`config.mk`:
```
export PLATFORM = sky130hd
export DESIGN_NAME = dense_layer_engine
export DESIGN_NICKNAME = d
export VERILOG_FILES = /design/src/rtl/dense_layer_engine.sv
export SDC_FILE = /design/constraint.sdc
export NUM_CORES = 1
export LEC_CHECK = 0
export CAP_MARGIN = 20
export CORE_UTILIZATION = 30
export CTS_BUF_LIST = sky130_fd_sc_hd__clkbuf_16
export CTS_CLUSTER_SIZE = 24
export DETAILED_ROUTE_END_ITERATION = 10
export GPL_ROUTABILITY_DRIVEN = 0
export GPL_TIMING_DRIVEN = 1
export RECOVER_POWER = 50
export SLEW_MARGIN = 20
export SYNTH_ARGS = -nofsm -noshare
export SYNTH_HDL_FRONTEND = slang
export SYNTH_SLANG_ARGS = --single-unit
```
`constraint.sdc`:
```
create_clock -name clk -period 13 [get_ports clk]
set_clock_uncertainty 0.1 [all_clocks]
set_input_delay 1.95 -clock clk [delete_from_list [all_inputs] [get_ports clk]]
set_output_delay 1.95 -clock clk [all_outputs]
set_load 0.02 [all_outputs]
```
`src/rtl/dense_layer_engine.sv`:
```
// dense_layer_engine
//   Fully-connected layer sequencer and datapath. A single start computes every
//   output neuron j as act(sum_i x[i] * W[j][i]) and writes it to the answer SRAM.
//   The inputs x[i] come from the input SRAM and the weights W[j][i] from the
//   weight SRAM. Both SRAMs have a 1-cycle read latency.
//   Each product is full width, and the sum is kept in a wide accumulator. That
//   sum is shifted down by FRAC_W and saturated to DATA_W.
//   One of three activations is then applied: none, ReLU, or an external
//   sigmoid unit with a fixed latency.
//
// Ports
//   clk        rising-edge clock
//   reset      asynchronous, active-low reset
//   start      1-cycle job request, only honoured while idle
//   act_mode   0 none, 1 ReLU, 2 sigmoid, 3 none; latched when start is accepted
//   busy       high from the cycle after start is accepted until the done cycle
//   done       1-cycle pulse after the final answer write
//   in_addr    input SRAM read address (i)
//   in_rdata   input SRAM read data, valid 1 cycle after in_addr
//   w_addr     weight SRAM read address (j*N_IN + i)
//   w_rdata    weight SRAM read data, valid 1 cycle after w_addr
//   sig_in     saturated pre-activation presented to the sigmoid unit
//   sig_out    sigmoid result, valid SIG_LAT cycles after sig_in
//   out_we     answer SRAM write enable (1-cycle pulse per neuron)
//   out_addr   answer SRAM address (neuron index j)
//   out_wdata  activated result
//
// Per-neuron schedule, where P is the period of one neuron:
//   MAC       N_IN cycles
//   DRAIN     1 cycle
//   SAT       1 cycle
//   ACT_WAIT  SIG_LAT cycles, sigmoid only
//   WRITE     1 cycle
//   P = N_IN + 3, plus SIG_LAT when the sigmoid is used.
module dense_layer_engine #(
  parameter int unsigned DATA_W  = 16,
  parameter int unsigned FRAC_W  = 8,
  parameter int unsigned N_IN    = 10,
  parameter int unsigned N_OUT   = 10,
  parameter int unsigned ACC_W   = 40,
  parameter int unsigned SIG_LAT = 1,
  localparam int unsigned IN_AW  = (N_IN > 1) ? $clog2(N_IN) : 1,
  localparam int unsigned W_AW   = (N_IN * N_OUT > 1) ? $clog2(N_IN * N_OUT) : 1,
  localparam int unsigned OUT_AW = (N_OUT > 1) ? $clog2(N_OUT) : 1
) (
  input  logic              clk,
  input  logic              reset,
  input  logic              start,
  input  logic [1:0]        act_mode,
  output logic              busy,
  output logic              done,
  output logic [IN_AW-1:0]  in_addr,
  input  logic [DATA_W-1:0] in_rdata,
  output logic [W_AW-1:0]   w_addr,
  input  logic [DATA_W-1:0] w_rdata,
  output logic [DATA_W-1:0] sig_in,
  input  logic [DATA_W-1:0] sig_out,
  output logic              out_we,
  output logic [OUT_AW-1:0] out_addr,
  output logic [DATA_W-1:0] out_wdata
);

  localparam int unsigned WAIT_W = (SIG_LAT > 1) ? $clog2(SIG_LAT) : 1;
  localparam int unsigned PROD_W = 2 * DATA_W;

  // Saturation bounds, sign-extended to the accumulator width.
  localparam logic signed [ACC_W-1:0] SAT_MAX =
    {{(ACC_W - DATA_W + 1){1'b0}}, {(DATA_W - 1){1'b1}}};
  localparam logic signed [ACC_W-1:0] SAT_MIN =
    {{(ACC_W - DATA_W + 1){1'b1}}, {(DATA_W - 1){1'b0}}};

  localparam logic [1:0] ModeRelu    = 2'd1;
  localparam logic [1:0] ModeSigmoid = 2'd2;

  typedef enum logic [2:0] {
    StIdle,
    StMac,
    StDrain,
    StSat,
    StActWait,
    StWrite,
    StDone
  } state_e;

  state_e                   state_q;
  logic [OUT_AW-1:0]        j_q;
  logic [IN_AW-1:0]         in_addr_q;
  logic [W_AW-1:0]          w_addr_q;
  logic signed [ACC_W-1:0]  acc_q;
  logic [1:0]               mode_q;
  logic [WAIT_W-1:0]        wait_q;
  logic [DATA_W-1:0]        sat_q;
  logic [DATA_W-1:0]        out_wdata_q;
  logic [OUT_AW-1:0]        out_addr_q;
  logic                     busy_q;
  logic                     done_q;
  logic                     out_we_q;

  // Datapath helpers
  logic [PROD_W-1:0]        x_ext;
  logic [PROD_W-1:0]        w_ext;
  logic signed [PROD_W-1:0] prod;
  logic signed [ACC_W-1:0]  prod_ext;
  logic signed [ACC_W-1:0]  acc_sum;
  logic signed [ACC_W-1:0]  acc_shr;
  logic [DATA_W-1:0]        sat_val;
  logic [DATA_W-1:0]        relu_val;

  always_comb begin
    x_ext    = {{DATA_W{in_rdata[DATA_W-1]}}, in_rdata};
    w_ext    = {{DATA_W{w_rdata[DATA_W-1]}}, w_rdata};
    // The low PROD_W bits of the product of two sign-extended operands are
    // exactly the signed product.
    prod     = x_ext * w_ext;
    prod_ext = {{(ACC_W - PROD_W){prod[PROD_W-1]}}, prod};
    acc_sum  = acc_q + prod_ext;
    acc_shr  = acc_sum >>> FRAC_W;

    if (acc_shr > SAT_MAX) begin
      sat_val = {1'b0, {(DATA_W - 1){1'b1}}};
    end else if (acc_shr < SAT_MIN) begin
      sat_val = {1'b1, {(DATA_W - 1){1'b0}}};
    end else begin
      sat_val = acc_shr[DATA_W-1:0];
    end

    relu_val = sat_q[DATA_W-1] ? '0 : sat_q;
  end

  always_ff @(posedge clk or negedge reset) begin
    if (!reset) begin
      state_q     <= StIdle;
      j_q         <= '0;
      in_addr_q   <= '0;
      w_addr_q    <= '0;
      acc_q       <= '0;
      mode_q      <= '0;
      wait_q      <= '0;
      sat_q       <= '0;
      out_wdata_q <= '0;
      out_addr_q  <= '0;
      busy_q      <= 1'b0;
      done_q      <= 1'b0;
      out_we_q    <= 1'b0;
    end else begin
      unique case (state_q)
        StIdle: begin
          if (start) begin
            mode_q    <= act_mode;
            j_q       <= '0;
            acc_q     <= '0;
            in_addr_q <= '0;
            w_addr_q  <= '0;
            busy_q    <= 1'b1;
            state_q   <= StMac;
          end
        end

        StMac: begin
          // Read data lags the address by one cycle. At i == 0 the SRAM data
          // still belongs to the previous neuron, so it is not accumulated.
          if (in_addr_q != '0) begin
            acc_q <= acc_sum;
          end
          if (in_addr_q == IN_AW'(N_IN - 1)) begin
            state_q <= StDrain;
          end else begin
            in_addr_q <= in_addr_q + IN_AW'(1);
            w_addr_q  <= w_addr_q + W_AW'(1);
          end
        end

        StDrain: begin
          // Fold in the last product and saturate in the same step.
          // The sigmoid unit then sees sig_in from the SAT cycle onward.
          acc_q   <= acc_sum;
          sat_q   <= sat_val;
          state_q <= StSat;
        end

        StSat: begin
          if (mode_q == ModeSigmoid) begin
            wait_q  <= WAIT_W'(SIG_LAT - 1);
            state_q <= StActWait;
          end else begin
            out_we_q    <= 1'b1;
            out_addr_q  <= j_q;
            out_wdata_q <= (mode_q == ModeRelu) ? relu_val : sat_q;
            state_q     <= StWrite;
          end
        end

        StActWait: begin
          if (wait_q == '0) begin
            out_we_q    <= 1'b1;
            out_addr_q  <= j_q;
            out_wdata_q <= sig_out;
            state_q     <= StWrite;
          end else begin
            wait_q <= wait_q - WAIT_W'(1);
          end
        end

        StWrite: begin
          out_we_q <= 1'b0;
          acc_q    <= '0;
          if (j_q == OUT_AW'(N_OUT - 1)) begin
            j_q     <= '0;
            done_q  <= 1'b1;
            state_q <= StDone;
          end else begin
            // Weight addresses run contiguously from one neuron row to the next.
            j_q       <= j_q + OUT_AW'(1);
            in_addr_q <= '0;
            w_addr_q  <= w_addr_q + W_AW'(1);
            state_q   <= StMac;
          end
        end

        StDone: begin
          // A start arriving in this cycle is dropped. It is only seen again
          // once the FSM is back in IDLE.
          done_q  <= 1'b0;
          busy_q  <= 1'b0;
          state_q <= StIdle;
        end

        default: begin
          state_q <= StIdle;
        end
      endcase
    end
  end

  assign busy      = busy_q;
  assign done      = done_q;
  assign in_addr   = in_addr_q;
  assign w_addr    = w_addr_q;
  assign sig_in    = sat_q;
  assign out_we    = out_we_q;
  assign out_addr  = out_addr_q;
  assign out_wdata = out_wdata_q;

endmodule

```
# [Word level (Yosys, flattened, before mapping)]
# Index checks and enable logic that the tools add are counted.
[classes] n_mux=39 bitwise=0 n_mul=1 reduce_logical=19 n_eq_ne=19 div_mod_pow=0 order_cmp=2 n_shift=0 addsub=5
[op_table] operator="$pmux 40 s4" n=1
[op_table] operator="$mux 16" n=5
[op_table] operator="$mux 40" n=2
[op_table] operator="$add 40x32->40" n=1
[op_table] operator="$gt 32x16->1 const B" n=1
[op_table] operator="$lt 32x16->1 const B" n=1
[op_table] operator="$mul 16x16->32" n=1
[op_table] operator="$pmux 16 s2" n=1
[op_table] operator="$mux 4" n=6
[op_table] operator="$mux 7" n=3
[op_table] operator="$pmux 7 s3" n=1
[op_table] operator="$ne 2x2->1 const B" n=9
[op_table] operator="$pmux 3 s6" n=1
[op_table] operator="$pmux 4 s2" n=2
[op_table] operator="$mux 15" n=1
[op_table] operator="$mux 3" n=4
[op_table] operator="$pmux 4 s3" n=1
[op_table] operator="$reduce_and 3->1" n=4
[op_table] operator="$reduce_and 2->1" n=5
[op_table] operator="$eq 3x3->1 const B" n=3
[op_table] operator="$add 4x1->4 const B" n=2
[op_table] operator="$eq 4x4->1 const B" n=2
[op_table] operator="$reduce_bool 2->1" n=4
[op_table] operator="$reduce_bool 4->1" n=2
[op_table] operator="12 further kinds" n=22
[totals] latchBits=0 mem_count=0 ram_bits=0 elab_cells=98 mem_bits_ro=0 register_bits=100 input_bits=53

# [Longest topological paths before layout]
# Gate-level depths: netlist (run 1).
[depth] depth_word=5 mapped_depth=28 ltp_nobuf=25

# [Worst setup path before layout (run 1)]
# OpenSTA, ideal clock, no wires.
[synth_timing] kind="input-to-reg" start="in in_rdata[15]" end="reg sat_q[10], in the netlist sig_in[10]" setup_slack_ns=3.830 arrival_time_ns=8.931 setup_ns=0.139 cell_stages=28 cell_sequence="clkbuf_1 nand2_1 inv_1 fa_1 fa_1 inv_1 fa_1 inv_1 fa_1 fa_1 inv_1 fa_1 inv_1 ha_1 buf_2 and4_1 buf_2 nand2_1 a2111oi_2 o31a_1 o21ai_4 xnor2_1 or4_1 or4_1 buf_6 o21ai_4 buf_8 o211ai_2"
[synth_between] elab_chain_cells=5 word_cells_on_any_way=6
[synth_rtl] element="from (decl)" line="53" rtl="input logic [DATA_W-1:0] in_rdata,"
[synth_rtl] element="$mul 16x16->32 (*)" line="114" rtl="prod = x_ext * w_ext;"
[synth_rtl] element="$add 40x32->40 (*)" line="116" rtl="acc_sum = acc_q + prod_ext;"
[synth_rtl] element="$lt 32x16->1" line="121" rtl="end else if (acc_shr < SAT_MIN) begin"
[synth_rtl] element="$mux 16" line="121"
[synth_rtl] element="$mux 16 (*)" line="119" rtl="if (acc_shr > SAT_MAX) begin"
[synth_rtl] element="to (signal assigned)" line="177" rtl="sat_q <= sat_val;"
[synth_rtl] element="to (decl)" line="92" rtl="logic [DATA_W-1:0] sat_q;"
# Every way passes the cells marked *; elsewhere a longest branch is shown, timed or not.
# A chain may end at the register's enable or synchronous reset.

# [Worst setup path after layout (run 1)]
[layout_timing] start="in in_rdata[15]" end="reg sat_q[4], in the netlist sig_in[4]"
# Same word-level chain as after synthesis.

==> results of run 1 <==
## logic make-up after synthesis
group                    after synthesis  synth area share (%)
multiplexers                           8                 0.512
adder cells (fa/ha/maj)              451                  46.8
buffers and inverters                495                  11.0
AO/OA/AOI/OAI                        288                  11.6
flip-flops                            99                  14.3
XOR/XNOR                              32                  1.62
AND/OR/NAND/NOR                      500                  14.1
## flip-flops by register name, indices dropped and copies added (netlist names), 3 cells and up
name and count:
state_q 3, j_q 4, acc_q 40, w_addr 7
out_addr 4, sig_in 16, in_addr 4, out_wdata 16
## through the flow
step / std cells / worst slack [ns]
floorplan: 1873 / 3.83
global placement: 2665 / 2.20
detailed placement: 2665 / 2.00
CTS: 2681 / 2.32
global route: 2681 / 1.83
finish: 2681 / 2.34
## critical path: cells and delay by family
kind / cells / cell delay (ns)
simple gates: 8 / 2.72
buf+inv: 6 / 1.40
fa+ha+maj: 7 / 3.78
compound gates: 3 / 0.90
## metal layers
layer	global-route usage, %	vias up	wire length (um)
met5	0	-	0
met2	26.1	304	21100
li1	-	5915	-
met4	2.83	0	634
met3	3.14	44	2680
met1	22.2	6492	20100
## layout by cell type (no fill, tap or decap), drive strengths merged, types with 15 or more instances in the layout
master / count
ha: 121
a21oi: 64
a21o: 15
dfrtp: 99
fa: 330
a22oi: 16
o21ai: 74
nor2: 80
nand2: 201
nand3: 20
xor2: 16
clkdlybuf4s50: 100
o211ai: 40
xnor2: 16
and2: 123
inv: 426
## final cells by class
| class | instances | share of cell area, % |
|---|---|---|
| Inverter | 422 | 8.21 |
| Timing Repair Buffer | 109 | 5.49 |
| Clock buffer | 9 | 1.17 |
| Sequential cell | 99 | 12.8 |
| Tap cell | 756 | 4.90 |
| Clock inverter | 7 | 0.266 |
| Multi-Input combinational cell | 1279 | 67.1 |
## worst min path at each step
stage               from         to  slack (ns)  cells after the start
3_5_place_dp      out_we     out_we        0.37                      1
3_3_place_gp      out_we     out_we        0.37                      1
5_1_grt           out_we     out_we        0.42                      1
2_1_floorplan  acc_q[15]  acc_q[15]        0.35                      2
4_1_cts           out_we     out_we        0.39                      1
6_report          out_we     out_we        0.38                      1
==> impl_metrics.py, run 1 <==
metrics = {
    "synthesis": {
        "synth-main-ff-cell": "dfrtp_1",
        "synth_cell_types": 76,
        "synth_common_cells": "inv_1, fa_1, nand2_1, and2_1, ha_1",
        "avgSynthCellArea_sq_um": 9.26,
        "synth_most_common_cell": "inv_1",
        "synth_edf_count": 0,
        "synth_cells": 1873,
        "yosysSeqAreaShare_pct": 14.3,
        "yosysWarningCount": 0,
        "yosys.area.top_type": "fa_1",
        "synth_nets": 2377,
        "synthTopCellsByArea": "fa_1, dfrtp_1, inv_1",
        "synth_top_area_share_pct": 38.1,
        "async_reset_ff_share_pct": 100,
        "syn_area_sq_um": 17300,
        "ys_ff_latch": 99,
    },
    "critical_path": {
        "slowest_stage": "clkdlybuf4s50_1",
        "critPathMaxFanout": 16,
        "r2r_start": "acc_q[15]",
        "reg2regPathDepth": 20,
        "crit_chain": "clkdlybuf4s50_1 > nand2_1 > inv_1 > fa_1 > fa_1 > inv_1 > fa_1 > inv_1 > fa_1 > fa_1 > inv_1 > fa_1 > inv_1 > ha_1 > and4_1 > nand3_1 > nor2_1 > nor4b_2 > or3_1 > o311ai_1 > or4_1 > or4_1 > o21ai_4 > o211ai_1",
        "crit_path_end_kind": "flip-flop",
        "crit_end": "sig_in[4]",
        "crit_type": "input pin to flip-flop",
        "r2r_slack_ns": 5.79,
        "critical_path_arrival_ns": 10.75,
        "cp_data_required_time_ns": 13.09,
        "r2r_end": "sig_in[4]",
        "crit_path_start_kind": "input pin",
        "crit_path_frequent_cell": "fa_1",
        "max_stage_delay_ns": 0.86,
        "crit_path_start": "in_rdata[15]",
    },
    "floorplanning": {
        "rows": 87,
        "die_area_sq_um": 58800,
        "die_h_um": 242,
        "coreArea_sq_um": 56700,
        "io_pins": 103,
        "initial_utilization_pct": 30.6,
        "die_x_um": 242,
    },
    "detailed_routing": {
        "vias_per_cell": 4.76,
        "drc": 0,
        "drt-wirelength-per-cell_um": 16.6,
        "totalWireLength_um": 44500,
        "vias": 12800,
        "drt.antenna.violating_nets": 0,
        "first_pass_iters": 5,
        "drt_iter0_drc": 732,
    },
    "sta": {
        "max_clock_freq_mhz": 93.8,
        "fin_tns_setup_ns": 0,
        "setup_viol": 0,
        "drv_slew": 140,
        "fin_crit_sh_pct": 82.0,
        "worst_pin_slew_ns": 3.01,
        "hold_viol": 0,
        "slew_headroom_pct": -100,
        "rsz0062_at_grt": "false",
        "holdWs_ns": 0.381,
        "fin_crit_ns": 10.66,
    },
    "job": {
        "cap_violations": 3,
    },
    "layout": {
        "regArea_sq_um": 2480,
        "nets": 2424,
        "post-route-util_pct": 34.0,
        "design_area_sq_um": 19300,
        "diodes": 0,
        "final_layout_size_suffix_gt1_share_pct": 3.32,
        "syn2layout_area_growth_pct": 11.3,
        "multi_input_area_sq_um": 13000,
        "nFillCells": 5777,
    },
    "cts": {
        "cts.sinks": 99,
        "cts-root-buf": "clkbuf_16",
        "post-cts-setup-buffers": 0,
        "clock_latency_ns": 0.36,
        "tritoncts": "yes",
        "clk_pin_slew_worst_paths_ns": 0.07,
        "clockBufferDepth": 2,
        "ctsResizeCount": 0,
        "cts-buffers-inserted": 9,
        "cts-htree-levels": 3,
        "hold_buffers": 0,
    },
    "place": {
        "dpl_cell_area_sq_um": 19000,
        "port_buffers": 102,
        "dp_hpwl_um": 37300,
    },
    "global_routing": {
        "grt_max_degree": 54,
        "first_global_vias": 14100,
        "grt_pass1_wl_um": 76600,
        "grt_usage_pct": 16.0,
        "grt_overflow": 0,
        "antenna_found_initial": 0,
    },
    "hold_path": {
        "worstHoldPathType": "flip-flop to flip-flop",
    },
    "run_status": {
        "run_status": "finished, violations left",
        "violations": "max-capacitance violations, max-slew violations",
    },
}
Power of run 1 is not shown: default switching activity piles up to over one toggle a cycle in this logic, so the estimate is an artifact.
==> run 2: changes to the inputs <==
==> constraint.sdc (replaced) <==
create_clock -name clk -period 10.7 [get_ports clk]
set_clock_uncertainty 0.1 [all_clocks]
set_input_delay 1.605 -clock clk [delete_from_list [all_inputs] [get_ports clk]]
set_output_delay 1.605 -clock clk [all_outputs]
set_load 0.02 [all_outputs]
==> run 2 against run 1 <==
The run still ends with max-capacitance violations, max-slew violations left. Die area unchanged. Count of clock-buffer cells in the layout unchanged. Flip-flop and latch count unchanged. Sequential share of layout area down 0.14 points. Core utilization up 0.39 points. Design area up 1.1%. Routed wire length up 1.2%. Critical path depth unchanged. Register-to-register slack worse by 2.0 ns. Final cell count up 1.0%.
==> impl_metrics.py, run 2 (same netlist as run 1, synthesis figures left out) <==
metrics = {
    "run_status": {
        "run_status": "finished, violations left",
        "violations": "max-capacitance violations, max-slew violations",
    },
    "place": {
        "placed_cells": 2693,
        "dp_hpwl_um": 37800,
        "port_buffers": 102,
    },
    "detailed_routing": {
        "vias": 12900,
        "drt_iter0_drc": 765,
        "drt-wirelength-per-cell_um": 16.6,
        "totalWireLength_um": 45000,
        "first_pass_iters": 5,
        "drt.antenna.violating_nets": 0,
        "drc": 0,
        "vias_per_cell": 4.78,
    },
    "sta": {
        "fin_tns_setup_ns": 0,
        "fin_crit_ns": 10.09,
        "slew_headroom_pct": -187,
        "drv_slew": 112,
        "rsz0062_at_grt": "false",
        "hold_viol": 0,
        "max_clock_freq_mhz": 99.1,
        "fin_crit_sh_pct": 94.3,
        "worst_pin_slew_ns": 4.31,
        "setup_viol": 0,
    },
    "job": {
        "cap_violations": 2,
    },
    "floorplanning": {
        "die_area_sq_um": 58800,
        "rows": 87,
        "coreArea_sq_um": 56700,
        "die_h_um": 242,
        "initial_utilization_pct": 30.6,
        "die_x_um": 242,
        "io_pins": 103,
    },
    "cts": {
        "post-cts-setup-buffers": 0,
        "tritoncts": "yes",
        "cts.sinks": 99,
        "clk_pin_slew_worst_paths_ns": 0.08,
        "cts-root-buf": "clkbuf_16",
        "hold_buffers": 0,
        "ctsResizeCount": 0,
        "cts-htree-levels": 3,
        "clockBufferDepth": 2,
        "cts-buffers-inserted": 9,
        "clock_latency_ns": 0.36,
    },
    "critical_path": {
        "critPathMaxFanout": 16,
        "critical_path_arrival_ns": 10.19,
        "crit_path_start_kind": "input pin",
        "crit_path_end_kind": "flip-flop",
        "crit_type": "input pin to flip-flop",
        "cp_data_required_time_ns": 10.80,
    },
    "layout": {
        "syn2layout_area_growth_pct": 12.6,
        "layout_commonest_cell": "inv_1",
        "diodes": 0,
        "final_cell_mix": "inv_1, fa_1, nand2_1",
        "stdcell_count": 2709,
        "regMostFlops": "acc_q",
        "largest_reg_flops": 40,
        "nets": 2452,
        "final_layout_size_suffix_gt1_share_pct": 4.76,
    },
    "global_routing": {
        "grt_usage_pct": 16.2,
        "grt_max_degree": 74,
        "first_global_vias": 13900,
        "grt_pass1_wl_um": 76700,
        "antenna_found_initial": 0,
        "grt_overflow": 0,
    },
    "hold_path": {
        "worstHoldPathType": "flip-flop to flip-flop",
    },
}
==> run 2: area by class of cell <==
class | instances | area (sq um)
Clock inverter | 7 | 51.3
Timing Repair Buffer | 137 | 1270
Sequential cell | 99 | 2480
Inverter | 422 | 1580
Fill cell | 5785 | 37200
Multi-Input combinational cell | 1279 | 13000
Tap cell | 756 | 946
Clock buffer | 9 | 225
==> run 2: worst paths after layout <==
| check | slack, ns | start | depth (start not counted) | to |
|---|---|---|---|---|
| worst min-delay path | 0.38 | out_we | 1 | out_we |
| worst max-delay path | 0.61 | w_rdata[1] | 24 | sig_in[0] |
| max in group asynchronous | 4.25 | reset | 2 | acc_q[33] |
| worst max register to register | 3.76 | acc_q[15] | 20 | sig_in[0] |
| min in group asynchronous | 1.48 | reset | 1 | w_addr[3] |
| worst min register to register | 0.38 | out_we | 1 | out_we |
==> run 2: metal layers <==
metal | routed length [um] | GRT usage, %
met1 | 20800 | 22.9
met2 | 21700 | 26.5
met3 | 1860 | 2.17
met4 | 650 | 2.64
met5 | 0 | 0
==> run 2: worst max-delay path: stages <==
cell and delay (ns):
clkdlybuf4s50_1 0.70, nand2_1 0.30, inv_1 0.09, fa_1 0.63
fa_1 0.59, inv_1 0.20, fa_1 0.70, fa_1 0.57
inv_1 0.05, fa_1 0.52, inv_1 0.05, fa_1 0.49
inv_1 0.04, ha_1 0.47, and4_1 0.39, nand3_1 0.16
nor2_1 0.13, nor4b_4 0.37, or3_1 0.17, o311ai_1 0.19
or4_1 0.55, or4_1 0.50, o21ai_4 0.51, o211ai_1 0.18
==> run 2: stage by stage <==
| stage | hold slack [ns] | worst slack (ns) | cell area, sq um | util, % |
|---|---|---|---|---|
| finish | 0.379 | 0.613 | 19500 | 34.4 |
| global route | 0.409 | 0.0882 | 19500 | 34.4 |
| CTS | 0.384 | 0.529 | 19500 | 34.4 |
| detailed placement | 0.369 | 0.174 | 19300 | 33.9 |
| global placement | 0.367 | 0.428 | 19200 | 33.9 |
| floorplan | 0.350 | 1.87 | 17300 | - |
Power of run 2 is left out for the same reason.
==> run 3: changes to the inputs <==
--- a/config.mk
+++ b/config.mk
@@ -5,8 +5,8 @@
 export SDC_FILE = /design/constraint.sdc
 export NUM_CORES = 1
 export LEC_CHECK = 0
-export CAP_MARGIN = 20
-export CORE_UTILIZATION = 30
+export CAP_MARGIN = 10
+export CORE_UTILIZATION = 43
 export CTS_BUF_LIST = sky130_fd_sc_hd__clkbuf_16
 export CTS_CLUSTER_SIZE = 24
 export DETAILED_ROUTE_END_ITERATION = 10
==> constraint.sdc (replaced) <==
create_clock -name clk -period 11.6 [get_ports clk]
set_clock_uncertainty 0.1 [all_clocks]
set_input_delay 1.74 -clock clk [delete_from_list [all_inputs] [get_ports clk]]
set_output_delay 1.74 -clock clk [all_outputs]
set_load 0.02 [all_outputs]
==> run 3 against run 2 <==
The run still ends with max-capacitance violations, max-slew violations left. Global-route usage is 6.1 points higher. Design area down 2.3%. Setup slack improved by 0.59 ns. Sequential share of layout area is 0.29 points higher. Non-clock buffer count is 24 lower.
==> impl_metrics.py, run 3 (same netlist as run 1, synthesis figures left out) <==
metrics = {
    "run_status": {
        "run_status": "finished, violations left",
        "violations": "max-capacitance violations, max-slew violations",
    },
    "cts": {
        "clock_latency_ns": 0.36,
        "cts-htree-levels": 3,
        "clk_pin_slew_worst_paths_ns": 0.08,
        "tritoncts": "yes",
        "hold_buffers": 0,
        "cts-root-buf": "clkbuf_16",
        "clockBufferDepth": 2,
        "ctsResizeCount": 0,
        "cts-buffers-inserted": 9,
        "cts.sinks": 99,
        "post-cts-setup-buffers": 0,
    },
    "critical_path": {
        "crit_path_end_kind": "flip-flop",
        "critPathMaxFanout": 16,
        "crit_type": "input pin to flip-flop",
        "cp_data_required_time_ns": 11.71,
        "critical_path_arrival_ns": 10.50,
        "crit_path_start_kind": "input pin",
    },
    "floorplanning": {
        "io_pins": 103,
        "rows": 73,
        "die_area_sq_um": 41100,
        "coreArea_sq_um": 39700,
        "die_h_um": 203,
        "die_x_um": 203,
        "initial_utilization_pct": 43.6,
    },
    "sta": {
        "drv_slew": 102,
        "fin_tns_setup_ns": 0,
        "fin_crit_sh_pct": 89.6,
        "rsz0062_at_grt": "false",
        "slew_headroom_pct": -163,
        "setup_viol": 0,
        "hold_viol": 0,
        "worst_pin_slew_ns": 3.95,
        "max_clock_freq_mhz": 96.2,
        "fin_crit_ns": 10.40,
    },
    "detailed_routing": {
        "drt_iter0_drc": 752,
        "drc": 0,
        "drt-wirelength-per-cell_um": 17.4,
        "vias_per_cell": 5.20,
        "drt.antenna.violating_nets": 0,
        "vias": 12700,
        "totalWireLength_um": 42700,
        "first_pass_iters": 5,
    },
    "place": {
        "port_buffers": 102,
        "dp_hpwl_um": 35200,
    },
    "global_routing": {
        "grt_max_degree": 72,
        "first_global_vias": 13600,
        "grt_overflow": 0,
        "grt_usage_pct": 22.3,
        "antenna_found_initial": 0,
        "grt_pass1_wl_um": 73200,
    },
    "layout": {
        "largest_reg_flops": 40,
        "regMostFlops": "acc_q",
        "syn2layout_area_growth_pct": 10.0,
        "final_layout_size_suffix_gt1_share_pct": 3.58,
        "final_cell_mix": "inv_1, fa_1, nand2_1",
        "diodes": 0,
        "layout_commonest_cell": "inv_1",
        "nets": 2428,
    },
    "hold_path": {
        "worstHoldPathType": "flip-flop to flip-flop",
    },
    "job": {
        "cap_violations": 2,
    },
}
[run 3: cell types whose count changed in the layout (fill, tap and decap cells not counted), sizes merged]
cell and change:
buf -24
[run 3: cell type report]
type / instances / area [sq um]
clock inverters: 7 / 91.3
repair buffers: 113 / 1090
flip-flops and latches: 99 / 2480
well taps: 525 / 657
inverters: 422 / 1580
multi-input cells: 1279 / 13000
clock buffers: 9 / 225
fillers: 3773 / 20700
[run 3: worst max-delay path: stages]
cell and delay (ns):
clkdlybuf4s50_1 0.86, nand2_1 0.25, inv_1 0.14, fa_1 0.54, fa_1 0.60, inv_1 0.20, fa_1 0.69, fa_1 0.59
inv_1 0.06, fa_1 0.53, inv_1 0.05, fa_1 0.48, inv_1 0.05, ha_1 0.44, and4_1 0.35, nand3_1 0.15
nor2_1 0.11, nor4b_2 0.35, or3_1 0.17, o311ai_1 0.15, or4_1 0.53, or4_1 0.71, o21ai_4 0.57, o211ai_2 0.17
[run 3: final timing paths]
| check | to | from | cells after the start | slack [ns] |
|---|---|---|---|---|
| max in group asynchronous | acc_q[35] | reset | 2 | 5.12 |
| min in group asynchronous | acc_q[2] | reset | 1 | 1.74 |
| setup / recovery | sig_in[5] | w_rdata[1] | 24 | 1.20 |
| setup reg to reg | sig_in[5] | acc_q[15] | 20 | 4.38 |
| hold reg to reg | w_addr[6] | w_addr[6] | 1 | 0.40 |
| hold / removal | w_addr[6] | w_addr[6] | 1 | 0.40 |
[run 3: routing by layer]
layer / wire, um / GRT usage (%) / vias up
met1: 19600 / 31.4 / 6509
li1: - / - / 5935
met2: 20500 / 36.4 / 260
met3: 1890 / 3.18 / 45
met5: 0 / 0 / -
met4: 646 / 4.91 / 0
[run 3: per-stage QoR]
stage	area, sq um	worst slack (ns)	hold slack [ns]	util, %	cells
after CTS	19100	1.17	0.394	48.1	2454
after detailed placement	18800	0.815	0.376	47.3	2438
after global routing	19100	0.625	0.407	48.0	2454
after floorplan	17300	2.64	0.350	-	1873
final	19100	1.20	0.396	48.0	2454
after global placement	18800	1.00	0.378	47.3	2438
Power of run 3 is left out for the same reason.
==> variant, RTL diff (settings of run 2) <==
`FRAC_W`: 8 -> 4.
--- a/src/rtl/dense_layer_engine.sv
+++ b/src/rtl/dense_layer_engine.sv
@@ -35,5 +35,5 @@
 module dense_layer_engine #(
   parameter int unsigned DATA_W  = 16,
-  parameter int unsigned FRAC_W  = 8,
+  parameter int unsigned FRAC_W  = 4,
   parameter int unsigned N_IN    = 10,
   parameter int unsigned N_OUT   = 10,
Formal check against the unedited RTL: no difference found for any inputs over 10 cycles, from zero or initial values and one cycle with reset low; that may be too few to reach the edited logic, so the function may still have changed.
==> variant against run 2 <==
The run still ends with max-capacitance violations, max-slew violations left; via count fell by 1.2%; setup slack improved by 0.46 ns; final area fell by 0.62%; die area fell by 0.19%; sequential cell count did not move; synthesized cell count fell by 0.21%; area after synthesis fell by 0.19%; sequential share of layout area rose by 0.079 points; wire length fell by 4.2%; critical endpoint is now sig_in[4].
Power is left out: the tool's default activity adds up to more than one toggle a clock period on the data nets, which glitch-free logic cannot reach.
==> variant: results (changes against run 2) <==
Status
  – Status: finished with violations
  – Failing checks: max-capacitance violations, max-slew violations

GRT
  – Met1 GRT Util: 20.4% (-2.5 points)
  – First-pass GRT wire length: 74700 µm (-2.7%)
  – Met2 GRT Util: 27.9% (+1.3 points)
  – Largest net degree at the start of global routing: 73 (-1.4%)
  – Vias in the first global route: 14100 (+1.9%)
  – All-Layer GR Usage: 15.7% (-0.49 points)
  – Met3 Use GR: 1.31% (-0.86 points)

Worst setup path
  – Crit path DAT: 9.80 ns (-0.39 ns)
  – Flop-to-flop setup slack: 4.07 ns (+0.31 ns)
  – Critical Path Fanout Max: 16 (unchanged)

Placement
  – Placed Area: 19100 µm² (-0.77%)
  – Post-DP HPWL: 36400 µm (-3.9%)
  – Port Buffers: 102 (unchanged)

Cells and area
  – Fraction of layout cells with a size suffix above 1: 3.31% (-1.4 points)
  – Nets@finish: 2431 (-0.86%)

STA
  – Slew Limit Fails: 102 (-8.9%)
  – Worst-Margin Slew: 3.96 ns (-0.350 ns)

Yosys
  – Synth Instances: 1869 (-0.21%)
  – Count of cell types in the netlist: 71 (-6.6%)
  – Seq/Total Area, Yosys: 14.3% (+0.028 points)
  – Synth top cells by count: inv_1 (416), fa_1 (330), nand2_1 (208), and2_1 (127), ha_1 (121)
  – Top post-synthesis cells by area: fa_1 (38%), dfrtp_1 (14%), inv_1 (9.0%)

Detailed routing
  – Vias/cell: 4.76 (-0.36%)
  – DRT iter0 DRCs: 623 (-19%)
  – Wirelength, routed: 43100 µm (-4.2%)

Run
  – Max-Cap Viols: 2 (unchanged)

Clocking
  – Postcts setup bufs: 0 (unchanged)
variant: critical path: stages:
cell and delay, ns:
clkdlybuf4s50_1 0.84, nand2_1 0.25, fa_1 0.64, inv_1 0.06
fa_1 0.43, inv_1 0.37, fa_1 0.49, inv_1 0.08
fa_1 0.43, fa_1 0.54, inv_1 0.05, fa_1 0.54
inv_1 0.05, ha_1 0.50, nand3_1 0.20, nor3_2 0.52
nand2_1 0.11, a31oi_1 0.29, or3_1 0.20, xor2_1 0.25
nand2_1 0.09, or4b_4 0.51, nor4_4 0.18, o21bai_2 0.28
a22oi_2 0.25
variant: routing by layer:
| layer | wire length [µm] | up-vias |
|---|---|---|
| li1 | - | 5917 |
| met3 | 1510 | 61 |
| met5 | 0 | - |
| met4 | 1020 | 0 |
| met1 | 18400 | 6536 |
| met2 | 22200 | 284 |
variant: per-stage QoR:
stage	hold slack, ns	cells	setup WS [ns]
3_5_place_dp	0.368	2672	0.678
3_3_place_gp	0.366	2672	0.793
2_1_floorplan	0.356	1869	2.15
4_1_cts	0.384	2687	1.04
6_report	0.382	2687	1.07
5_1_grt	0.396	2687	0.529
variant: worst paths after layout:
| kind | start | endpoint | cells after the start |
|---|---|---|---|
| worst min register to register | out_we | out_we | 1 |
| worst min-delay path | out_we | out_we | 1 |
| min in group asynchronous | reset | out_wdata[7] | 1 |
| max in group asynchronous | reset | busy | 2 |
| worst max-delay path | w_rdata[4] | sig_in[4] | 25 |
| worst max register to register | acc_q[15] | sig_in[4] | 21 |
variant: cell type report:
class	count	area [µm²]
tap	756	946
clock inverter	6	87.6
timing repair buffer	116	1110
sequential	99	2480
inverter	416	1560
fill	5798	37300
multi-input combinational	1285	13000
clock buffer	9	225
variant: logic make-up (layout without fill, tap and decap cells):
kind of cell	after synthesis	in the layout	synth area share [%]
adders and majority gates	451	451	46.9
AOI/OAI and AO/OA	266	266	10.7
and+or+nand+nor	519	519	14.7
xor gates and xnor gates	42	42	2.17
muxes	7	7	0.441
DFF	99	99	14.3
buffers and inverters	485	547	10.8
